**src/rtl/imem_loader.sv**
```systemverilog
// Boot-time program loader: assembles big-endian 16-bit words from a byte stream,
// writes them to instruction memory from address 0, and releases the core on a good checksum.
module imem_loader #(
  parameter int unsigned PC_WIDTH   = 16,
  parameter int unsigned DATA_WIDTH = 16,
  parameter int unsigned MEM_WORDS  = 32768
) (
  input  logic                  clk,
  input  logic                  rst,
  input  logic                  in_valid,
  input  logic [7:0]            in_data,
  output logic                  in_ready,
  input  logic                  load_req,
  output logic                  imem_wr_en,
  output logic [PC_WIDTH-1:0]   imem_wr_addr,
  output logic [DATA_WIDTH-1:0] imem_wr_data,
  output logic                  core_hold,
  output logic                  load_done,
  output logic                  load_error,
  output logic [15:0]           words_loaded
);

  localparam int unsigned BYTE_W = 8;
  localparam int unsigned CNT_W  = 16;

  typedef enum logic [2:0] {
    S_LEN_HI,
    S_LEN_LO,
    S_DATA_HI,
    S_DATA_LO,
    S_CHK,
    S_DONE,
    S_ERROR
  } state_t;

  state_t                state_q, state_nxt;
  logic [CNT_W-1:0]      len_q, len_nxt;
  logic [CNT_W-1:0]      idx_q, idx_nxt;
  logic [BYTE_W-1:0]     hi_q, hi_nxt;
  logic [BYTE_W-1:0]     chk_q, chk_nxt;
  logic                  wr_en_q, wr_en_nxt;
  logic [PC_WIDTH-1:0]   wr_addr_q, wr_addr_nxt;
  logic [DATA_WIDTH-1:0] wr_data_q, wr_data_nxt;
  logic                  in_ready_q, in_ready_nxt;
  logic                  core_hold_q, core_hold_nxt;
  logic                  load_done_q, load_done_nxt;
  logic                  load_error_q, load_error_nxt;

  logic                  xfer;
  logic [CNT_W-1:0]      len_full;
  logic [CNT_W-1:0]      idx_inc;

  // State and output registers
  always_ff @(posedge clk or posedge rst) begin
    if (rst) begin
      state_q      <= S_LEN_HI;
      len_q        <= '0;
      idx_q        <= '0;
      hi_q         <= '0;
      chk_q        <= '0;
      wr_en_q      <= 1'b0;
      wr_addr_q    <= '0;
      wr_data_q    <= '0;
      in_ready_q   <= 1'b1;
      core_hold_q  <= 1'b1;
      load_done_q  <= 1'b0;
      load_error_q <= 1'b0;
    end else begin
      state_q      <= state_nxt;
      len_q        <= len_nxt;
      idx_q        <= idx_nxt;
      hi_q         <= hi_nxt;
      chk_q        <= chk_nxt;
      wr_en_q      <= wr_en_nxt;
      wr_addr_q    <= wr_addr_nxt;
      wr_data_q    <= wr_data_nxt;
      in_ready_q   <= in_ready_nxt;
      core_hold_q  <= core_hold_nxt;
      load_done_q  <= load_done_nxt;
      load_error_q <= load_error_nxt;
    end
  end

  // in_ready_q always mirrors whether the current state accepts bytes
  assign xfer     = in_valid & in_ready_q;
  assign len_full = {len_q[15:8], in_data};
  assign idx_inc  = idx_q + CNT_W'(1);

  // Next-state and next-output logic
  always_comb begin
    state_nxt   = state_q;
    len_nxt     = len_q;
    idx_nxt     = idx_q;
    hi_nxt      = hi_q;
    chk_nxt     = chk_q;
    wr_en_nxt   = 1'b0;
    wr_addr_nxt = wr_addr_q;
    wr_data_nxt = wr_data_q;

    unique case (state_q)
      S_LEN_HI: begin
        if (xfer) begin
          len_nxt   = {in_data, len_q[7:0]};
          state_nxt = S_LEN_LO;
        end
      end
      S_LEN_LO: begin
        if (xfer) begin
          len_nxt = len_full;
          if ((len_full == '0) || (32'(len_full) > 32'(MEM_WORDS))) begin
            state_nxt = S_ERROR;
          end else begin
            idx_nxt   = '0;
            chk_nxt   = '0;
            state_nxt = S_DATA_HI;
          end
        end
      end
      S_DATA_HI: begin
        if (xfer) begin
          hi_nxt    = in_data;
          chk_nxt   = chk_q ^ in_data;
          state_nxt = S_DATA_LO;
        end
      end
      S_DATA_LO: begin
        if (xfer) begin
          wr_en_nxt   = 1'b1;
          wr_addr_nxt = PC_WIDTH'({idx_q, 1'b0});
          wr_data_nxt = DATA_WIDTH'({hi_q, in_data});
          chk_nxt     = chk_q ^ in_data;
          idx_nxt     = idx_inc;
          state_nxt   = (idx_inc == len_q) ? S_CHK : S_DATA_HI;
        end
      end
      S_CHK: begin
        if (xfer) begin
          state_nxt = (in_data == chk_q) ? S_DONE : S_ERROR;
        end
      end
      S_DONE, S_ERROR: begin
        if (load_req) begin
          idx_nxt   = '0;
          state_nxt = S_LEN_HI;
        end
      end
      default: state_nxt = S_LEN_HI;
    endcase

    // Status outputs are registered copies of the decoded next state
    in_ready_nxt   = (state_nxt != S_DONE) && (state_nxt != S_ERROR);
    core_hold_nxt  = (state_nxt != S_DONE);
    load_done_nxt  = (state_nxt == S_DONE);
    load_error_nxt = (state_nxt == S_ERROR);
  end

  assign in_ready     = in_ready_q;
  assign imem_wr_en   = wr_en_q;
  assign imem_wr_addr = wr_addr_q;
  assign imem_wr_data = wr_data_q;
  assign core_hold    = core_hold_q;
  assign load_done    = load_done_q;
  assign load_error   = load_error_q;
  assign words_loaded = idx_q;

endmodule

```
**config.mk**
```make
export PLATFORM = sky130hd
export DESIGN_NAME = imem_loader
export DESIGN_NICKNAME = d
export VERILOG_FILES = /design/src/rtl/imem_loader.sv
export SDC_FILE = /design/constraint.sdc
export NUM_CORES = 1
export LEC_CHECK = 0
export ABC_AREA = 1
export CAP_MARGIN = 15
export CORE_MARGIN = 8
export CORE_UTILIZATION = 45
export DETAILED_ROUTE_END_ITERATION = 7
export PLACE_DENSITY_LB_ADDON = 0.08
export SETUP_SLACK_MARGIN = 0.5
export SKIP_CTS_REPAIR_TIMING = 1
export SYNTH_ARGS = -nofsm -noshare
export SYNTH_HDL_FRONTEND = slang
export SYNTH_SLANG_ARGS = --single-unit
```
**constraint.sdc**
```tcl
create_clock -name clk -period 4.08 [get_ports clk]
set_input_delay 1.224 -clock clk [delete_from_list [all_inputs] [get_ports clk]]
set_output_delay 1.224 -clock clk [all_outputs]
set_load 0.05 [all_outputs]
```
**Yosys cells after proc, flatten, opt, wreduce, memory -nomap -nowiden**

Index checks and enable logic that the tools add are counted.

- Register bits: 87
- Output and inout bits: 53
- Input bits: 12

- Multiplexer cells: 24
- Equal/unequal tests: 17
- Order comparisons: 1
- Reduce and logical (&&, ||, !) cells: 14
- Add/subtract/negate cells: 1
- Bitwise operators: 4

Operator list:

| kind | number |
|---|---|
| 2-to-1 mux 16 bit | 5 |
| one-hot mux 16 bit (3 select lines) | 1 |
| 2-to-1 mux 8 bit | 4 |
| one-hot mux 16 bit (2 select lines) | 1 |
| 2-to-1 mux 3 bit | 8 |
| one-hot mux 3 bit (6 select lines) | 1 |
| adder 16 x 1 -> 16 bit, second input constant | 1 |
| == test 16 bit | 1 |
| > comparator 16 bit, second input constant | 1 |
| zero test 16 bit | 1 |
| one-hot mux 8 bit (2 select lines) | 1 |
| == test 3 bit, second input constant | 5 |
| == test 8 bit | 1 |
| != test 2 bit, second input constant | 4 |
| bitwise XOR 8 bit | 1 |
| == test 3 x 2 -> 1 bit, second input constant | 2 |
| != test 3 bit, second input constant | 2 |
| AND reduction 3 bit | 2 |
| AND reduction 5 bit | 1 |
| AND reduction 2 bit | 2 |
| AND reduction 4 bit | 1 |
| OR reduction 2 bit | 2 |
| == test 3 x 1 -> 1 bit, second input constant | 1 |
| zero test 3 bit | 1 |
| 9 further kinds | 11 |

**Longest topological paths before layout**

- Word-level depth: 7
- Gate-level depth with buffers: 15
- Mapped depth without buffers: 15

**Worst setup path after synthesis**

No wires, ideal clock.

- Path kind: input to register
- Start point: input port in_valid
- End point: register load_error_q (netlist: load_error)
- Slack: 1.720 ns
- Arrival time: 2.295 ns
- Path buffers: 0
- Stages on the path: 9
- Path through: nand2_1 -> nor2_1 -> inv_1 -> nor2_1 -> inv_1 -> o21ai_0 -> inv_1 -> nand2_2 -> and2_1

- Longest elaborated chain between the ends: 4
- Elaborated cells on any way between the ends: 8

RTL lines:

| item | RTL line | source |
|---|---|---|
| from (decl) | 10 | `input logic in_valid,` |
| bitwise AND 1 bit (*) | 85 | `assign xfer = in_valid & in_ready_q;` |
| 2-to-1 mux 3 bit, on equally long branches | -- |  |
| one-hot mux 3 bit (6 select lines) (*) | 100 | `unique case (state_q)` |
| named net state_nxt[2] | 36 | `state_t state_q, state_nxt;` |
| == test 3 bit (*) | 154 | `load_error_nxt = (state_nxt == S_ERROR);` |
| named net load_error_nxt | 47 | `logic load_error_q, load_error_nxt;` |
| to (signal assigned) | 80 | `load_error_q <= load_error_nxt;` |
| to (decl) | 47 |  |

Mark *: on every way through the listed nets, which the timed path passes. The rest lies on a longest branch.
A chain may end at the register's enable or synchronous reset.

**Worst setup path after layout**

- Start point: register idx_q[1] (netlist: words_loaded[1])
- End point: output port words_loaded[1]

RTL lines:

| item | RTL line | source |
|---|---|---|
| from (decl) | 38 | `logic [CNT_W-1:0] idx_q, idx_nxt;` |
| from (signal assigned) | 71 | `idx_q <= idx_nxt;` |
| to (decl) | 20 | `output logic [15:0] words_loaded` |

No word-level cell between the ends.

==> flow_metrics.tcl <==
set metrics [dict create \
    synth_edf_count 0 \
    die_w_um 113.4 \
    drv_cap 0 \
    ant_nets 0 \
    synth_nets 555 \
    synth_cell_type_count 29 \
    grt_overflow 0 \
    syn_area_um2 4267 \
    hold_class "reg -> reg" \
    setup_viol 0 \
    grt_first_pass_wirelength_um 18490 \
    layout.nets 617 \
    status "complete, no violations" \
    finalNonFillerCells 738 \
    hold_viol 0 \
    grt_max_degree 61 \
    holdPathStages 2 \
    drive_above_1_share 0.06404 \
    r2r_slack_ps 1700 \
    drcViolationCount 0 \
    ys_warn_count 0 \
    start_kind "flip-flop" \
    power.density_nw_per_um2 740.9 \
    place_ws_ps 819.6 \
    synth_area_per_cell_um2 7.872 \
    worst_r2r_startpoint "words_loaded[1]" \
    die_h_um 113.4 \
    via_count 3829 \
    syn-instance-count 542 \
    clkLatencyLatePin_ps 370 \
    cpMaxStageDelayCell "clkdlybuf4s50_1" \
    core-area_um2 9240 \
    grt_antenna_before_repair 0 \
    die-area_um2 12850 \
    worst_slack_ps 1071 \
    cts_tree "built" \
    startpoint "words_loaded[1]" \
    place.gp.congestion 0.9319 \
    root_buffer "clkbuf_8" \
    row_count 35 \
    synth_seq_cells 87 \
    fin_skew_ps 9.904 \
    portBuffers 63 \
    place_area_um2 5034 \
    worstPathRequired_ps 2860 \
    crit_family "buffers and inverters" \
    final_cell_area_um2 5249 \
    cts_inserted_buffers 9 \
    cts_max_path_buffers 2 \
    drt_first_pass_iters 4 \
    first_iter_violations 203 \
    cp-end-kind "output port" \
    timing.rr.end "load_error" \
    routed_via_density 5.188 \
    cp_slowest_stage_delay_ps 880 \
    crit_path_max_fanout 6 \
    arrival_ps 1790 \
    hp-start "imem_wr_data[8]" \
    initial_core_util 0.4617 \
    fin_crit_sh 0.7375 \
    final_core_util 0.5680 \
    timing.fmax_mhz 332.3 \
    worstPathBufferInverterCount 1 \
    holdPathEnd "imem_wr_data[8]" \
    fin_setup_tns_ps 0 \
    critical_path_class "reg -> out" \
    drt-total-wl_um 11130 \
    fillers 880 \
    clk_pin_slew_worst_paths_ps 100 \
    htree_levels 3 \
    dp_hpwl_um 8154 \
    worst_slew_pin_slew_ps 774.3 \
    io_pins 65 \
    placed_cells 722 \
    rsz0062_at_grt "false" \
    peakVddDrop_mv 0.3365 \
    period_minus_slack_ps 3009 \
    synthArstFlopShare 1.000 \
    r2r_cells 11 \
    p_leak_nw 2.448 \
    maxSlewHeadroom 0.4831 \
    cts_sinks 87 \
    worstPathCellList "clkdlybuf4s50_1" \
    grt_pass1_vias 3708 \
    areaGrowthSynthToFinish_pct 23.02 \
    antenna_cells 0 \
    synth-main-ff-cell "dfrtp_1" \
    wl_per_cell_um 15.09 \
    ys_seq_area_frac 0.5109 \
    maxSlewViolCount 0 \
    grtUsageTotal 0.1814 \
]
-- worst max-delay path by stage --
stage / to / slack (ps) / depth (start not counted)
final: words_loaded[1] / 1070 / 1
after floorplan: chk_q[0] / 610 / 1
after global placement: words_loaded[5] / 870 / 13
after global routing: words_loaded[1] / 1010 / 13
after CTS: words_loaded[1] / 1060 / 1
after detailed placement: words_loaded[6] / 820 / 13
-- state kept, by name (all words and copies together), names as in the netlist --
register / cells
chk_q: 8
core_hold: 1
hi_q: 8
imem_wr_addr: 15
imem_wr_data: 16
imem_wr_en: 1
in_ready: 1
len_q: 16
load_done: 1
load_error: 1
state_q: 3
words_loaded: 16
-- logic make-up (layout without fill, tap and decap cells) --
group / count (synthesis) / in the layout / synth area share
AND/OR/NAND/NOR: 297 / 297 / 0.2941
XOR/XNOR: 12 / 12 / 0.02786
flip-flops: 87 / 87 / 0.5109
other: 1 / 1 / 0.0008789
adder cells (fa/ha/maj): 1 / 1 / 0.002932
AO/OA/AOI/OAI: 72 / 72 / 0.09795
buffers and inverters: 72 / 139 / 0.06540
-- synthesized netlist by cell type (all sizes together), types with 2 or more instances --
cell    instances  share of area
buf             5         0.0065
a21oi           3         0.0035
xor2            9          0.018
o31ai          17          0.030
xnor2           2         0.0041
o21bai          2         0.0044
nand2         194           0.17
dfrtp          85           0.50
nor4            2         0.0029
inv            56          0.049
o21ai          48          0.056
nand3          48          0.057
nand4          10          0.015
clkbuf         11         0.0097
dfstp           2          0.012
nor2           42          0.044
-- power by group --
| group | internal (W) | switching (W) | total (W) |
|---|---|---|---|
| clock | 0.000298 | 0.000355 | 0.000653 |
| combinational | 0.000571 | 0.00127 | 0.00184 |
| sequential | 0.00118 | 0.000217 | 0.00139 |
| total | 0.00205 | 0.00184 | 0.00389 |
-- cells in the final DEF, fill, tap and decap left out, types with 3 or more instances in the layout --
master           instances
clkbuf_8                 9
nand3_1                 47
o31ai_1                 17
dfrtp_1                 85
buf_4                    3
nand4_1                 10
o21ai_0                 48
nand2_1                189
nor2_1                  34
clkdlybuf4s50_1         63
inv_1                   54
nor2_2                   6
nand2_2                  5
xor2_1                   9
a21oi_1                  3
-- metrics by stage --
| step | hold slack (ps) | total power, W |
|---|---|---|
| after floorplan | 450.2 | 0.002676 |
| after global placement | 457.5 | 0.003222 |
| after detailed placement | 460.5 | 0.003262 |
| after CTS | 483.8 | 0.003918 |
| after global routing | 507.9 | 0.004170 |
| final | 479.8 | 0.003889 |
-- layout make-up --
cell class                      instances  area [µm²]  area share
Timing Repair Buffer                   67       673.1      0.1282
Tap cell                              129       161.4     0.03075
Clock buffer                            9       123.9     0.02360
Inverter                               56       211.5     0.04029
Clock inverter                          7       91.34     0.01740
Multi-Input combinational cell        383        1808      0.3445
Sequential cell                        87        2180      0.4153
-- routing by layer --
| layer | global-route usage | up-vias | routed length (µm) |
|---|---|---|---|
| met4 | 0.07105 | 0 | 217 |
| met5 | 0 | - | 0 |
| li1 | - | 1865 | - |
| met2 | 0.2897 | 108 | 5074 |
| met3 | 0.04807 | 20 | 707 |
| met1 | 0.2299 | 1836 | 5135 |
(Power assumes the default switching activity.)
